## src/rtl/alu_writeback_stage_if.sv

```systemverilog
// Decoder / register-file bundle for the ALU writeback stage.
// The stage connects through the slave modport.
interface alu_writeback_stage_if #(
    parameter int unsigned DATA_W = 8,
    parameter int unsigned ADDR_W = 3
);
    logic              instr_valid;
    logic              instr_ready;
    logic [2:0]        opcode;
    logic [ADDR_W-1:0] rd;
    logic [ADDR_W-1:0] rs1;
    logic [ADDR_W-1:0] rs2;
    logic [DATA_W-1:0] imm;
    logic [ADDR_W-1:0] Read_Reg_Num_1;
    logic [ADDR_W-1:0] Read_Reg_Num_2;
    logic [DATA_W-1:0] Read_Data_1;
    logic [DATA_W-1:0] Read_Data_2;
    logic [ADDR_W-1:0] Write_Reg_Num;
    logic [DATA_W-1:0] Write_Data;
    logic              RegWrite;
    logic              carry;
    logic              zero;

    modport master (
        output instr_valid, opcode, rd, rs1, rs2, imm, Read_Data_1, Read_Data_2,
        input  instr_ready, Read_Reg_Num_1, Read_Reg_Num_2,
               Write_Reg_Num, Write_Data, RegWrite, carry, zero
    );

    modport slave (
        input  instr_valid, opcode, rd, rs1, rs2, imm, Read_Data_1, Read_Data_2,
        output instr_ready, Read_Reg_Num_1, Read_Reg_Num_2,
               Write_Reg_Num, Write_Data, RegWrite, carry, zero
    );
endinterface

```

## src/rtl/alu_writeback_stage.sv

```systemverilog
// Execute/writeback stage: single-cycle ALU ops, 8-cycle shift-add MUL,
// registered writeback with writeback-to-operand forwarding.
module alu_writeback_stage #(
    parameter int unsigned DATA_W     = 8,
    parameter int unsigned ADDR_W     = 3,
    parameter int unsigned MUL_CYCLES = 8
) (
    input logic                  clk,
    input logic                  reset,
    alu_writeback_stage_if.slave bus
);
    localparam int unsigned CNT_W = $clog2(MUL_CYCLES);
    localparam logic [CNT_W-1:0] CNT_LAST = CNT_W'(MUL_CYCLES - 1);

    typedef enum logic {RUN, MUL} state_t;
    typedef enum logic [2:0] {
        OP_ADD, OP_SUB, OP_AND, OP_OR, OP_XOR, OP_SLL, OP_LI, OP_MUL
    } op_t;

    state_t            state_q, state_d;
    logic [CNT_W-1:0]  cnt_q, cnt_d;
    logic [DATA_W-1:0] acc_q, acc_d;
    logic [DATA_W-1:0] mul_a_q, mul_a_d;
    logic [DATA_W-1:0] mul_b_q, mul_b_d;
    logic [ADDR_W-1:0] mul_rd_q, mul_rd_d;
    logic [ADDR_W-1:0] wr_num_q, wr_num_d;
    logic [DATA_W-1:0] wr_data_q, wr_data_d;
    logic              reg_write_q, reg_write_d;
    logic              carry_q, carry_d;
    logic              zero_q, zero_d;

    logic [DATA_W-1:0] op_a, op_b, alu_res, acc_step;
    logic              alu_carry, accept;
    op_t               op;

    assign op                 = op_t'(bus.opcode);
    assign bus.instr_ready    = (state_q == RUN) && !reset;
    assign accept             = bus.instr_valid && bus.instr_ready;
    assign bus.Read_Reg_Num_1 = bus.rs1;
    assign bus.Read_Reg_Num_2 = bus.rs2;
    assign bus.Write_Reg_Num  = wr_num_q;
    assign bus.Write_Data     = wr_data_q;
    assign bus.RegWrite       = reg_write_q;
    assign bus.carry          = carry_q;
    assign bus.zero           = zero_q;

    // The register file is written at the end of the writeback cycle, so the
    // pending write always wins over the (possibly stale) read data.
    always_comb begin
        op_a = (reg_write_q && (wr_num_q == bus.rs1)) ? wr_data_q : bus.Read_Data_1;
        op_b = (reg_write_q && (wr_num_q == bus.rs2)) ? wr_data_q : bus.Read_Data_2;
    end

    always_comb begin
        alu_res   = '0;
        alu_carry = carry_q;
        case (op)
            OP_ADD:  {alu_carry, alu_res} = {1'b0, op_a} + {1'b0, op_b};
            OP_SUB: begin
                alu_res   = op_a - op_b;
                alu_carry = (op_a < op_b);
            end
            OP_AND:  alu_res = op_a & op_b;
            OP_OR:   alu_res = op_a | op_b;
            OP_XOR:  alu_res = op_a ^ op_b;
            OP_SLL:  alu_res = op_a << op_b[2:0];
            OP_LI:   alu_res = bus.imm;
            default: alu_res = '0;
        endcase
    end

    assign acc_step = mul_b_q[cnt_q] ? (mul_a_q << cnt_q) : '0;

    always_comb begin
        state_d     = state_q;
        cnt_d       = cnt_q;
        acc_d       = acc_q;
        mul_a_d     = mul_a_q;
        mul_b_d     = mul_b_q;
        mul_rd_d    = mul_rd_q;
        wr_num_d    = wr_num_q;
        wr_data_d   = wr_data_q;
        reg_write_d = 1'b0;
        carry_d     = carry_q;
        zero_d      = zero_q;
        case (state_q)
            RUN: begin
                if (accept) begin
                    if (op == OP_MUL) begin
                        mul_a_d  = op_a;
                        mul_b_d  = op_b;
                        mul_rd_d = bus.rd;
                        acc_d    = '0;
                        cnt_d    = '0;
                        state_d  = MUL;
                    end else begin
                        wr_num_d    = bus.rd;
                        wr_data_d   = alu_res;
                        reg_write_d = 1'b1;
                        carry_d     = alu_carry;
                        zero_d      = (alu_res == '0);
                    end
                end
            end
            MUL: begin
                acc_d = acc_q + acc_step;
                cnt_d = cnt_q + 1'b1;
                if (cnt_q == CNT_LAST) begin
                    wr_num_d    = mul_rd_q;
                    wr_data_d   = acc_d;
                    reg_write_d = 1'b1;
                    zero_d      = (acc_d == '0);
                    state_d     = RUN;
                end
            end
            default: state_d = RUN;
        endcase
    end

    always_ff @(posedge clk or posedge reset) begin
        if (reset) begin
            state_q     <= RUN;
            cnt_q       <= '0;
            acc_q       <= '0;
            mul_a_q     <= '0;
            mul_b_q     <= '0;
            mul_rd_q    <= '0;
            wr_num_q    <= '0;
            wr_data_q   <= '0;
            reg_write_q <= 1'b0;
            carry_q     <= 1'b0;
            zero_q      <= 1'b0;
        end else begin
            state_q     <= state_d;
            cnt_q       <= cnt_d;
            acc_q       <= acc_d;
            mul_a_q     <= mul_a_d;
            mul_b_q     <= mul_b_d;
            mul_rd_q    <= mul_rd_d;
            wr_num_q    <= wr_num_d;
            wr_data_q   <= wr_data_d;
            reg_write_q <= reg_write_d;
            carry_q     <= carry_d;
            zero_q      <= zero_d;
        end
    end
endmodule

```

## src/flat_wrapper.sv

```systemverilog
// flat-port wrapper written by rule: the top's interface ports become plain ports
module alu_writeback_stage_flat 
#(
    parameter int unsigned DATA_W     = 8,
    parameter int unsigned ADDR_W     = 3,
    parameter int unsigned MUL_CYCLES = 8
)
  (clk, reset, bus_instr_valid, bus_opcode, bus_rd, bus_rs1, bus_rs2, bus_imm, bus_Read_Data_1, bus_Read_Data_2, bus_instr_ready, bus_Read_Reg_Num_1, bus_Read_Reg_Num_2, bus_Write_Reg_Num, bus_Write_Data, bus_RegWrite, bus_carry, bus_zero);
  alu_writeback_stage_if #(.DATA_W(DATA_W), .ADDR_W(ADDR_W)) bus_i ();
  input logic clk;
  input logic reset;
  input wire logic [$bits(bus_i.instr_valid)-1:0] bus_instr_valid;
  input wire logic [$bits(bus_i.opcode)-1:0] bus_opcode;
  input wire logic [$bits(bus_i.rd)-1:0] bus_rd;
  input wire logic [$bits(bus_i.rs1)-1:0] bus_rs1;
  input wire logic [$bits(bus_i.rs2)-1:0] bus_rs2;
  input wire logic [$bits(bus_i.imm)-1:0] bus_imm;
  input wire logic [$bits(bus_i.Read_Data_1)-1:0] bus_Read_Data_1;
  input wire logic [$bits(bus_i.Read_Data_2)-1:0] bus_Read_Data_2;
  output wire logic [$bits(bus_i.instr_ready)-1:0] bus_instr_ready;
  output wire logic [$bits(bus_i.Read_Reg_Num_1)-1:0] bus_Read_Reg_Num_1;
  output wire logic [$bits(bus_i.Read_Reg_Num_2)-1:0] bus_Read_Reg_Num_2;
  output wire logic [$bits(bus_i.Write_Reg_Num)-1:0] bus_Write_Reg_Num;
  output wire logic [$bits(bus_i.Write_Data)-1:0] bus_Write_Data;
  output wire logic [$bits(bus_i.RegWrite)-1:0] bus_RegWrite;
  output wire logic [$bits(bus_i.carry)-1:0] bus_carry;
  output wire logic [$bits(bus_i.zero)-1:0] bus_zero;
  assign bus_i.instr_valid = bus_instr_valid;
  assign bus_i.opcode = bus_opcode;
  assign bus_i.rd = bus_rd;
  assign bus_i.rs1 = bus_rs1;
  assign bus_i.rs2 = bus_rs2;
  assign bus_i.imm = bus_imm;
  assign bus_i.Read_Data_1 = bus_Read_Data_1;
  assign bus_i.Read_Data_2 = bus_Read_Data_2;
  assign bus_instr_ready = bus_i.instr_ready;
  assign bus_Read_Reg_Num_1 = bus_i.Read_Reg_Num_1;
  assign bus_Read_Reg_Num_2 = bus_i.Read_Reg_Num_2;
  assign bus_Write_Reg_Num = bus_i.Write_Reg_Num;
  assign bus_Write_Data = bus_i.Write_Data;
  assign bus_RegWrite = bus_i.RegWrite;
  assign bus_carry = bus_i.carry;
  assign bus_zero = bus_i.zero;
  alu_writeback_stage #(.DATA_W(DATA_W), .ADDR_W(ADDR_W), .MUL_CYCLES(MUL_CYCLES)) u_core (.clk(clk), .reset(reset), .bus(bus_i));
endmodule
```

## config.mk

```make
export PLATFORM = sky130hd
export DESIGN_NAME = alu_writeback_stage_flat
export DESIGN_NICKNAME = d
export VERILOG_FILES = /design/src/rtl/alu_writeback_stage_if.sv /design/src/rtl/alu_writeback_stage.sv /design/src/flat_wrapper.sv
export SDC_FILE = /design/constraint.sdc
export NUM_CORES = 1
export LEC_CHECK = 0
export BUFFER_PORTS_ARGS = -buffer_cell sky130_fd_sc_hd__buf_2
export CAP_MARGIN = 30
export CORE_ASPECT_RATIO = 1.2
export CORE_MARGIN = 4
export CORE_UTILIZATION = 35
export DETAILED_ROUTE_END_ITERATION = 12
export GPL_TIMING_DRIVEN = 0
export SLEW_MARGIN = 20
export SYNTH_ARGS = -nofsm -noshare
export SYNTH_HDL_FRONTEND = slang
export SYNTH_SLANG_ARGS = --single-unit
```

## constraint.sdc

```tcl
create_clock -name clk -period 4.2 [get_ports clk]
set_input_delay 0.42 -clock clk [delete_from_list [all_inputs] [get_ports clk]]
set_output_delay 0.42 -clock clk [all_outputs]
set_load 0.01 [all_outputs]
```

==> results of run 1 <==
==> worst paths after layout <==
check	endpoint	slack [ns]	cells after the start
setup / recovery	u_core.bus.Write_Data[6]$_DFFE_PP0P_	0.19	17
hold / removal	u_core.bus.carry$_DFFE_PP0P_	0.1	2
setup reg to reg	u_core.bus.Write_Data[6]$_DFFE_PP0P_	0.19	17
hold reg to reg	u_core.mul_b_q[2]$_DFFE_PP0P_	0.48	2
max in group asynchronous	u_core.bus.Write_Reg_Num[1]$_DFFE_PP0P_	3.60	3
min in group clk	u_core.mul_rd_q[2]$_DFFE_PP0P_	0.38	2
==> routing by layer <==
metal	part of all wire (%)	GRT usage, %	routed length (µm)
met4	3.0	7.58	404
met5	0	0	0
met2	50	34.2	6850
met3	4.4	2.61	598
met1	43	25.2	5820
==> registers in the layout, indices dropped and copies added, names as in the netlist, 3 cells and up <==
signal / count
u_core.mul_rd_q: 3
u_core.bus.Write_Data: 8
u_core.mul_b_q: 8
u_core.cnt_q: 3
u_core.bus.Write_Reg_Num: 3
u_core.acc_q: 8
u_core.mul_a_q: 8
==> placed cells by master, fill, tap and decap left out, drive strengths merged, types with 3 or more instances in the layout <==
cell,netlist,layout
xnor2,16,16
clkbuf,17,24
ha,33,33
a31oi,6,6
buf,13,74
o21bai,6,6
o31ai,6,6
nand4,3,3
nor3,8,8
nand2b,4,4
mux4,6,6
a221o,3,3
o211ai,4,4
inv,29,29
and2,4,4
o22ai,6,6
nor2b,6,6
a211oi,4,4
o221ai,3,3
a21oi,38,38
nor2,37,37
nand3,8,8
dfrtp,45,45
mux2,8,8
o21ai,46,46
fa,3,3
a21o,5,5
and3,3,3
mux2i,36,36
nand2,66,66
==> metrics by stage <==
stage          instances  TNS (ns)  utilization (%)  setup WS [ns]
6_report             724         0             42.6          0.195
2_1_floorplan        498         0                -          0.664
3_3_place_gp         713    -0.682             40.4         -0.261
4_1_cts              722         0             42.2         0.0301
5_1_grt              724         0             42.6         0.0254
3_5_place_dp         714    -0.936             40.6         -0.354
==> cells by family after synthesis <==
group                    share of synthesized area, %
XOR/XNOR                                         3.52
buffers and inverters                            6.83
AND/OR/NAND/NOR                                  15.8
adder cells (fa/ha/maj)                          11.2
AO/OA/AOI/OAI                                    21.7
multiplexers                                     14.4
flip-flops                                       26.6
==> area by class of cell <==
type                       count  share of cell area, %
buffer                        30                   3.50
clock buffer                   7                   2.87
clock inverter                 1                  0.604
inverter                      30                   2.32
multi-input combinational    393                   57.5
sequential                    45                   22.7
tap                          157                   3.95
timing repair buffer          61                   6.55
==> timing repair <==
item	in CTS	in global routing
endpoints found under the setup margin	3	3
resized for setup	3	8
pin swaps	0	2
setup buffers	0	2
==> power groups by stage <==
| stage | clock (µW) | sequential [µW] | combinational (µW) |
|---|---|---|---|
| after global placement | 0 | 817 | 1370 |
| after detailed placement | 0 | 825 | 1400 |
| after floorplan | 0 | 785 | 998 |
| after CTS | 468 | 822 | 1410 |
| after global routing | 493 | 854 | 1580 |
| final | 463 | 830 | 1430 |
==> impl_results.rst, run 1 <==
.. list-table::
   :header-rows: 1

   * - Metric
     - Value
   * - Total length of routed wires
     - 13.7 mm
   * - Power density normalized to cell area
     - 548 nW/µm²
   * - Via count of the first global-routing pass
     - 4040
   * - Total global routing overflow
     - 0
   * - TritonCTS buffer count
     - 5
   * - Area share of the largest cell type after synthesis
     - 26.6%
   * - DIE AREA
     - 13900 µm²
   * - Hold-fix buffer count after cts
     - 0
   * - Asr flop ratio synth
     - 100%
   * - Most used flip-flop cell after synthesis
     - sky130_fd_sc_hd__dfrtp_1
   * - Deepest level of the CTS H-tree
     - 2
   * - Number of antenna violations at the first check in global routing
     - 0
   * - Root Buffer
     - sky130_fd_sc_hd__clkbuf_16
   * - Outcome
     - finished clean
   * - Net count reported at finish
     - 641
   * - Sequential cell area fraction in the yosys report
     - 26.6%
   * - Switching power as a share of total power
     - 43.7%
   * - Die Span Y
     - 128 µm
   * - Post-route ant nets
     - 0
   * - Number of enable-type register cells in the synthesized netlist
     - 0
   * - # DRC
     - 0
   * - Data required, critical path
     - 4.37 ns
   * - Number of distinct library cells after synthesis
     - 69
   * - Max-slew headroom
     - 46.0%
   * - Share of cells above drive strength 1
     - 21.5%
   * - Placement Rows
     - 43
   * - Most frequent cells after synthesis
     - 66 x sky130_fd_sc_hd__nand2_1, 45 x sky130_fd_sc_hd__dfrtp_1, 44 x sky130_fd_sc_hd__o21ai_0
   * - Longest individual stage delay on the worst path
     - 0.45 ns
   * - Post-detail-place hpwl
     - 10.9 mm
   * - Placed inst area
     - 4740 µm²
   * - Arr. time, crit path
     - 4.18 ns
   * - Finish-stage setup viols
     - 0
   * - Count of boundary I/O pins
     - 60
   * - CTS clk-pin slew, worst paths
     - 0.06 ns
   * - Clock buffer depth
     - 2
   * - Achievable frequency
     - 0.250 GHz
   * - Initial DRT Pass Iterations
     - 4
   * - Crit-path leading delay family
     - compound AO/OA/AOI/OAI gates
   * - CP max-delay cell
     - sky130_fd_sc_hd__dfrtp_2
   * - Worst skew pair latency
     - 0.29 ns
   * - Flip-flop and latch count after synthesis
     - 45
   * - Post-synthesis instance area
     - 4230 µm²
   * - Post-synthesis cell count
     - 498
   * - IO buf count
     - 58
   * - Synthesis warning total
     - 0
   * - Combinational Power Share
     - 52.5%
   * - Sequential share of power
     - 30.5%
   * - Vias per cell
     - 5.53
   * - Type of the worst setup path
     - reg -> reg
   * - Nets in the synthesized netlist
     - 573
   * - Max Cap Violations
     - 0
   * - Final weighted congestion in routability-driven placement
     - 0.976
   * - Worst IR Drop VDD
     - 0.223 mV
   * - Detailed router's first-iteration violation count
     - 158
   * - Gr usage total
     - 19.8%
   * - Largest driver fanout on the critical path
     - 10
   * - Most common cell in the synthesized netlist
     - sky130_fd_sc_hd__nand2_1
   * - Worst Setup Start Kind
     - flip-flop
   * - Slew at the pin with the worst max-slew slack
     - 0.803 ns
   * - Initial standard-cell utilization of the core
     - 36.2%
   * - Leakage
     - 0.00233 µW
   * - Clock Skew
     - 0.00650 ns
   * - Max Slew Vio Count
     - 0
   * - CP Capture Type
     - flip-flop
   * - Total area of sequential cells
     - 1130 µm²
   * - Buffers & Inverters on Critical Path
     - 3
   * - Antenna diode count
     - 0
   * - Min-Delay Path Class
     - in -> async
   * - Internal power
     - 1530 µW
   * - Worst hold slack
     - 0.0992 ns
   * - RSZ-0062 raised after global routing
     - no
   * - Die boundary width
     - 108 µm
   * - Chain of cells forming the critical path
     - xnor2_2 -> and4_2 -> buf_6 -> buf_6 -> mux2i_4 -> inv_1 -> ha_1 -> fa_1 -> nor2b_1 -> o21ai_2 -> a21oi_1 -> o21a_1 -> nor3_1 -> o31ai_1 -> a211oi_2 -> a21oi_1 -> mux2_4
   * - Wire length of the first global-routing pass
     - 21.4 mm
   * - Average wire length per cell after detail routing
     - 18.9 µm
   * - Post-layout minimum cycle time
     - 4.01 ns
   * - Top post-synthesis cells by area
     - sky130_fd_sc_hd__dfrtp_1 27%, sky130_fd_sc_hd__ha_1 9.8%, sky130_fd_sc_hd__mux2i_1 7.8%, sky130_fd_sc_hd__nand2_1 5.9%, sky130_fd_sc_hd__o21ai_0 5.2%
   * - Power spent charging and discharging nets
     - 1190 µW
   * - Startpoint of the most critical setup path
     - u_core.bus.Write_Reg_Num[2]$_DFFE_PP0P_
   * - Pin count of the biggest net entering global routing
     - 34
   * - Total number of clock tree sinks
     - 45
   * - P&R area growth vs syn
     - 17.5%
   * - Overall power
     - 2720 µW
   * - Clock share of power
     - 17.0%
   * - Fill count
     - 1187
   * - Final period utilization
     - 95.4%
   * - Area leader, netlist
     - sky130_fd_sc_hd__dfrtp_1
   * - Worst flop-to-flop path startpoint
     - u_core.bus.Write_Reg_Num[2]$_DFFE_PP0P_
   * - Area of the multi-input gates
     - 2860 µm²
   * - Mean area per synthesized cell
     - 8.49 µm²
   * - Detailed-route via count
     - 4005
   * - Core footprint
     - 11700 µm²
   * - Clock tree from TritonCTS
     - yes
   * - Number of hold violations in the final report
     - 0
   * - Final std cell area, no fill
     - 4970 µm²
Power figures use the tool's default switching activity.
==> run 2: changes to the inputs <==
--- a/config.mk
+++ b/config.mk
@@ -7,11 +7,14 @@
 export LEC_CHECK = 0
 export BUFFER_PORTS_ARGS = -buffer_cell sky130_fd_sc_hd__buf_2
 export CAP_MARGIN = 30
+export CELL_PAD_IN_SITES_DETAIL_PLACEMENT = 0
+export CELL_PAD_IN_SITES_GLOBAL_PLACEMENT = 1
 export CORE_ASPECT_RATIO = 1.2
 export CORE_MARGIN = 4
 export CORE_UTILIZATION = 35
 export DETAILED_ROUTE_END_ITERATION = 12
 export GPL_TIMING_DRIVEN = 0
+export PLACE_DENSITY_LB_ADDON = 0.1
 export SLEW_MARGIN = 20
 export SYNTH_ARGS = -nofsm -noshare
 export SYNTH_HDL_FRONTEND = slang
==> run 2 against run 1 <==
Worst setup slack improved by 0.045 ns. Sequential power fell by 0.8%. Sequential share of layout area fell by 0.073 points. Routed wire length rose by 4.6%. Via count fell by 1.2%. Power fell by 0.90%. Critical path depth did not move. Register-to-register slack improved by 0.05 ns. Fmax rose by 1.1%. Flip-flop and latch count did not move. Clock-buffer cell count fell by 2. Worst hold slack improved by 0.011 ns. Highest routed layer unchanged.
==> impl_results.rst, run 2 (synthesis results as in run 1) <==
.. list-table::
   :header-rows: 1

   * - Metric
     - Value
   * - Outcome
     - finished clean
   * - CP Capture Type
     - flip-flop
   * - Wire length of the first global-routing pass
     - 22.1 mm (+3.3%)
   * - Total global routing overflow
     - 0 (unchanged)
   * - Worst flop-to-flop path startpoint
     - u_core.bus.Write_Reg_Num[2]$_DFFE_PP0P_
   * - Vias per cell
     - 5.47 (-1.2%)
   * - Most common library cell in the layout ignoring fill and taps
     - sky130_fd_sc_hd__nand2_1
   * - Setup slack of the worst register-to-register path
     - 0.24 ns (+0.05 ns)
   * - CTS clk-pin slew, worst paths
     - 0.06 ns (about the same)
   * - Count of boundary I/O pins
     - 60 (unchanged)
   * - Final period utilization
     - 94.3% (-1.1 points)
   * - IO buf count
     - 58 (unchanged)
   * - Net count reported at finish
     - 642 (+0.16%)
   * - Power density normalized to cell area
     - 542 nW/µm² (-1.0%)
   * - Data required, critical path
     - 4.38 ns (about the same)
   * - Max Slew Vio Count
     - 0 (unchanged)
   * - Combinational Power Share
     - 53.0% (+0.5 points)
   * - Worst skew pair latency
     - 0.29 ns (about the same)
   * - Final weighted congestion in routability-driven placement
     - 0.914 (-6.3%)
   * - Gr usage total
     - 20.8% (+0.94 points)
   * - Leakage
     - 0.00233 µW (+0.18%)
   * - Number of antenna violations at the first check in global routing
     - 0 (unchanged)
   * - R2R Path End
     - u_core.bus.Write_Data[6]$_DFFE_PP0P_
   * - Core footprint
     - 11700 µm² (unchanged)
   * - Final design utilization
     - 42.6% (+0.043 points)
   * - Via count of the first global-routing pass
     - 4029 (-0.27%)
   * - Sequential share of power
     - 30.5% (about the same)
   * - Worst IR Drop VDD
     - 0.184 mV (-18%)
   * - Top library cells by usage in the layout, fill and taps aside
     - 66 x sky130_fd_sc_hd__nand2_1, 59 x sky130_fd_sc_hd__buf_2, 44 x sky130_fd_sc_hd__dfrtp_1, 43 x sky130_fd_sc_hd__o21ai_0, 37 x sky130_fd_sc_hd__nor2_1
   * - Clock share of power
     - 16.5% (-0.5 points)
   * - Post-detail-place hpwl
     - 11.4 mm (+4.2%)
   * - Worst Setup Start Kind
     - flip-flop
   * - Average wire length per cell after detail routing
     - 19.7 µm (+4.6%)
   * - Min-Delay Path Class
     - in -> async
   * - TritonCTS buffer count
     - 5 (unchanged)
   * - Power spent charging and discharging nets
     - 1190 µW (-0.36%)
   * - Max-slew headroom
     - 41.2% (-4.9 points)
   * - Detailed-route via count
     - 3958 (-1.2%)
   * - Deepest level of the CTS H-tree
     - 2 (unchanged)
   * - DIE AREA
     - 13900 µm² (unchanged)
   * - Post-route ant nets
     - 0 (unchanged)
   * - Die boundary width
     - 108 µm (unchanged)
   * - Share of cells above drive strength 1
     - 21.7% (+0.18 points)
   * - Max Cap Violations
     - 0 (unchanged)
   * - Placement Rows
     - 43 (unchanged)
   * - Clock buffer depth
     - 2 (unchanged)
   * - Antenna diode count
     - 0 (unchanged)
   * - Arr. time, crit path
     - 4.14 ns (-0.04 ns)
   * - Post-layout minimum cycle time
     - 3.96 ns (-0.0450 ns)
   * - Startpoint of the most critical setup path
     - u_core.bus.Write_Reg_Num[2]$_DFFE_PP0P_
   * - Largest driver fanout on the critical path
     - 10 (unchanged)
   * - Total number of clock tree sinks
     - 45 (unchanged)
   * - Root Buffer
     - sky130_fd_sc_hd__clkbuf_16
   * - # DRC
     - 0 (unchanged)
   * - Initial standard-cell utilization of the core
     - 36.2% (unchanged)
   * - Switching power as a share of total power
     - 43.9% (+0.24 points)
   * - Achievable frequency
     - 0.253 GHz (+1.1%)
   * - P&R area growth vs syn
     - 17.6%
   * - Die Span Y
     - 128 µm (unchanged)
   * - Number of hold violations in the final report
     - 0 (unchanged)
   * - Clock tree from TritonCTS
     - yes
   * - Worst hold slack
     - 0.110 ns (+0.0108 ns)
   * - Type of the worst setup path
     - reg -> reg
   * - Detailed router's first-iteration violation count
     - 130 (-18%)
   * - Internal power
     - 1510 µW (-1.3%)
   * - Pin count of the biggest net entering global routing
     - 30 (-12%)
   * - Initial DRT Pass Iterations
     - 5 (+1)
   * - Slew at the pin with the worst max-slew slack
     - 0.876 ns (+0.0727 ns)
   * - Hold-fix buffer count after cts
     - 0 (unchanged)
   * - Register-to-Register Path Depth
     - 17 (unchanged)
   * - Total length of routed wires
     - 14.3 mm (+4.6%)
   * - Clock Skew
     - 0.00387 ns (-0.00263 ns)
   * - End point of the critical path
     - u_core.bus.Write_Data[6]$_DFFE_PP0P_
   * - Finish-stage setup viols
     - 0 (unchanged)
==> run 2: how the worst min path moves through the flow <==
stage / startpoint / endpoint / cells past startpoint
floorplan: u_core.mul_b_q[2]$_DFFE_PP0P_ / u_core.mul_b_q[2]$_DFFE_PP0P_ / 2
finish: reset / u_core.bus.carry$_DFFE_PP0P_ / 2
detailed placement: reset / u_core.bus.carry$_DFFE_PP0P_ / 2
global route: reset / u_core.bus.carry$_DFFE_PP0P_ / 2
CTS: reset / u_core.bus.carry$_DFFE_PP0P_ / 2
global placement: u_core.mul_b_q[2]$_DFFE_PP0P_ / u_core.mul_b_q[2]$_DFFE_PP0P_ / 2
==> run 2: repair_timing <==
action,in CTS,in global routing
setup endpoints to repair,3,5
cloned,0,0
pin swaps,0,2
buffers inserted,0,3
resized for setup,4,7
==> run 2: area by class of cell <==
cell class	count	area (µm²)
clock inverters	2	35.0
fillers	1238	6700
plain buffers	30	174
multi-input cells	393	2870
well taps	157	196
flip-flops and latches	45	1130
repair buffers	62	333
clock buffers	5	125
inverters	30	115
==> run 2: power by group through the flow <==
stage	clock (µW)	combinational, µW	sequential [µW]
floorplan	0	998	785
global placement	0	1390	816
detailed placement	0	1410	822
CTS	456	1420	817
global route	470	1590	849
finish	446	1430	823
==> run 2: metrics by stage <==
stage	setup slack [ns]	std cells	TNS [ns]	cell area, µm²	power (µW)
after global placement	-0.517	713	-1.37	4720	2210
after floorplan	0.664	498	0	4230	1780
after global routing	-0.00205	724	-0.00265	4970	2910
final	0.240	724	0	4970	2700
after CTS	0.0702	721	0	4910	2690
after detailed placement	-0.464	714	-1.19	4740	2230
==> run 2: critical path, stage by stage (launching register included) <==
cell and delay [ns]:
sky130_fd_sc_hd__dfrtp_1 0.46, sky130_fd_sc_hd__xnor2_2 0.21, sky130_fd_sc_hd__and4_1 0.25, sky130_fd_sc_hd__buf_6 0.13, sky130_fd_sc_hd__buf_6 0.15, sky130_fd_sc_hd__mux2i_4 0.28
sky130_fd_sc_hd__inv_1 0.09, sky130_fd_sc_hd__ha_1 0.27, sky130_fd_sc_hd__fa_1 0.40, sky130_fd_sc_hd__nor2b_1 0.16, sky130_fd_sc_hd__o21ai_2 0.23, sky130_fd_sc_hd__a21oi_1 0.11
sky130_fd_sc_hd__o21a_1 0.20, sky130_fd_sc_hd__nor3_2 0.10, sky130_fd_sc_hd__o31ai_1 0.10, sky130_fd_sc_hd__a211oi_2 0.33, sky130_fd_sc_hd__a21oi_1 0.12, sky130_fd_sc_hd__mux2_4 0.26
==> run 2: routing by layer <==
metal / vias to the layer above / share of wire [%] / global-route usage, % / routed length [µm]
li1: 1909 / - / - / -
met1: 1925 / 42 / 24.9 / 5960
met2: 98 / 52 / 37.7 / 7400
met3: 26 / 3.5 / 2.16 / 506
met4: 0 / 3.0 / 8.40 / 433
met5: - / 0 / 0 / 0
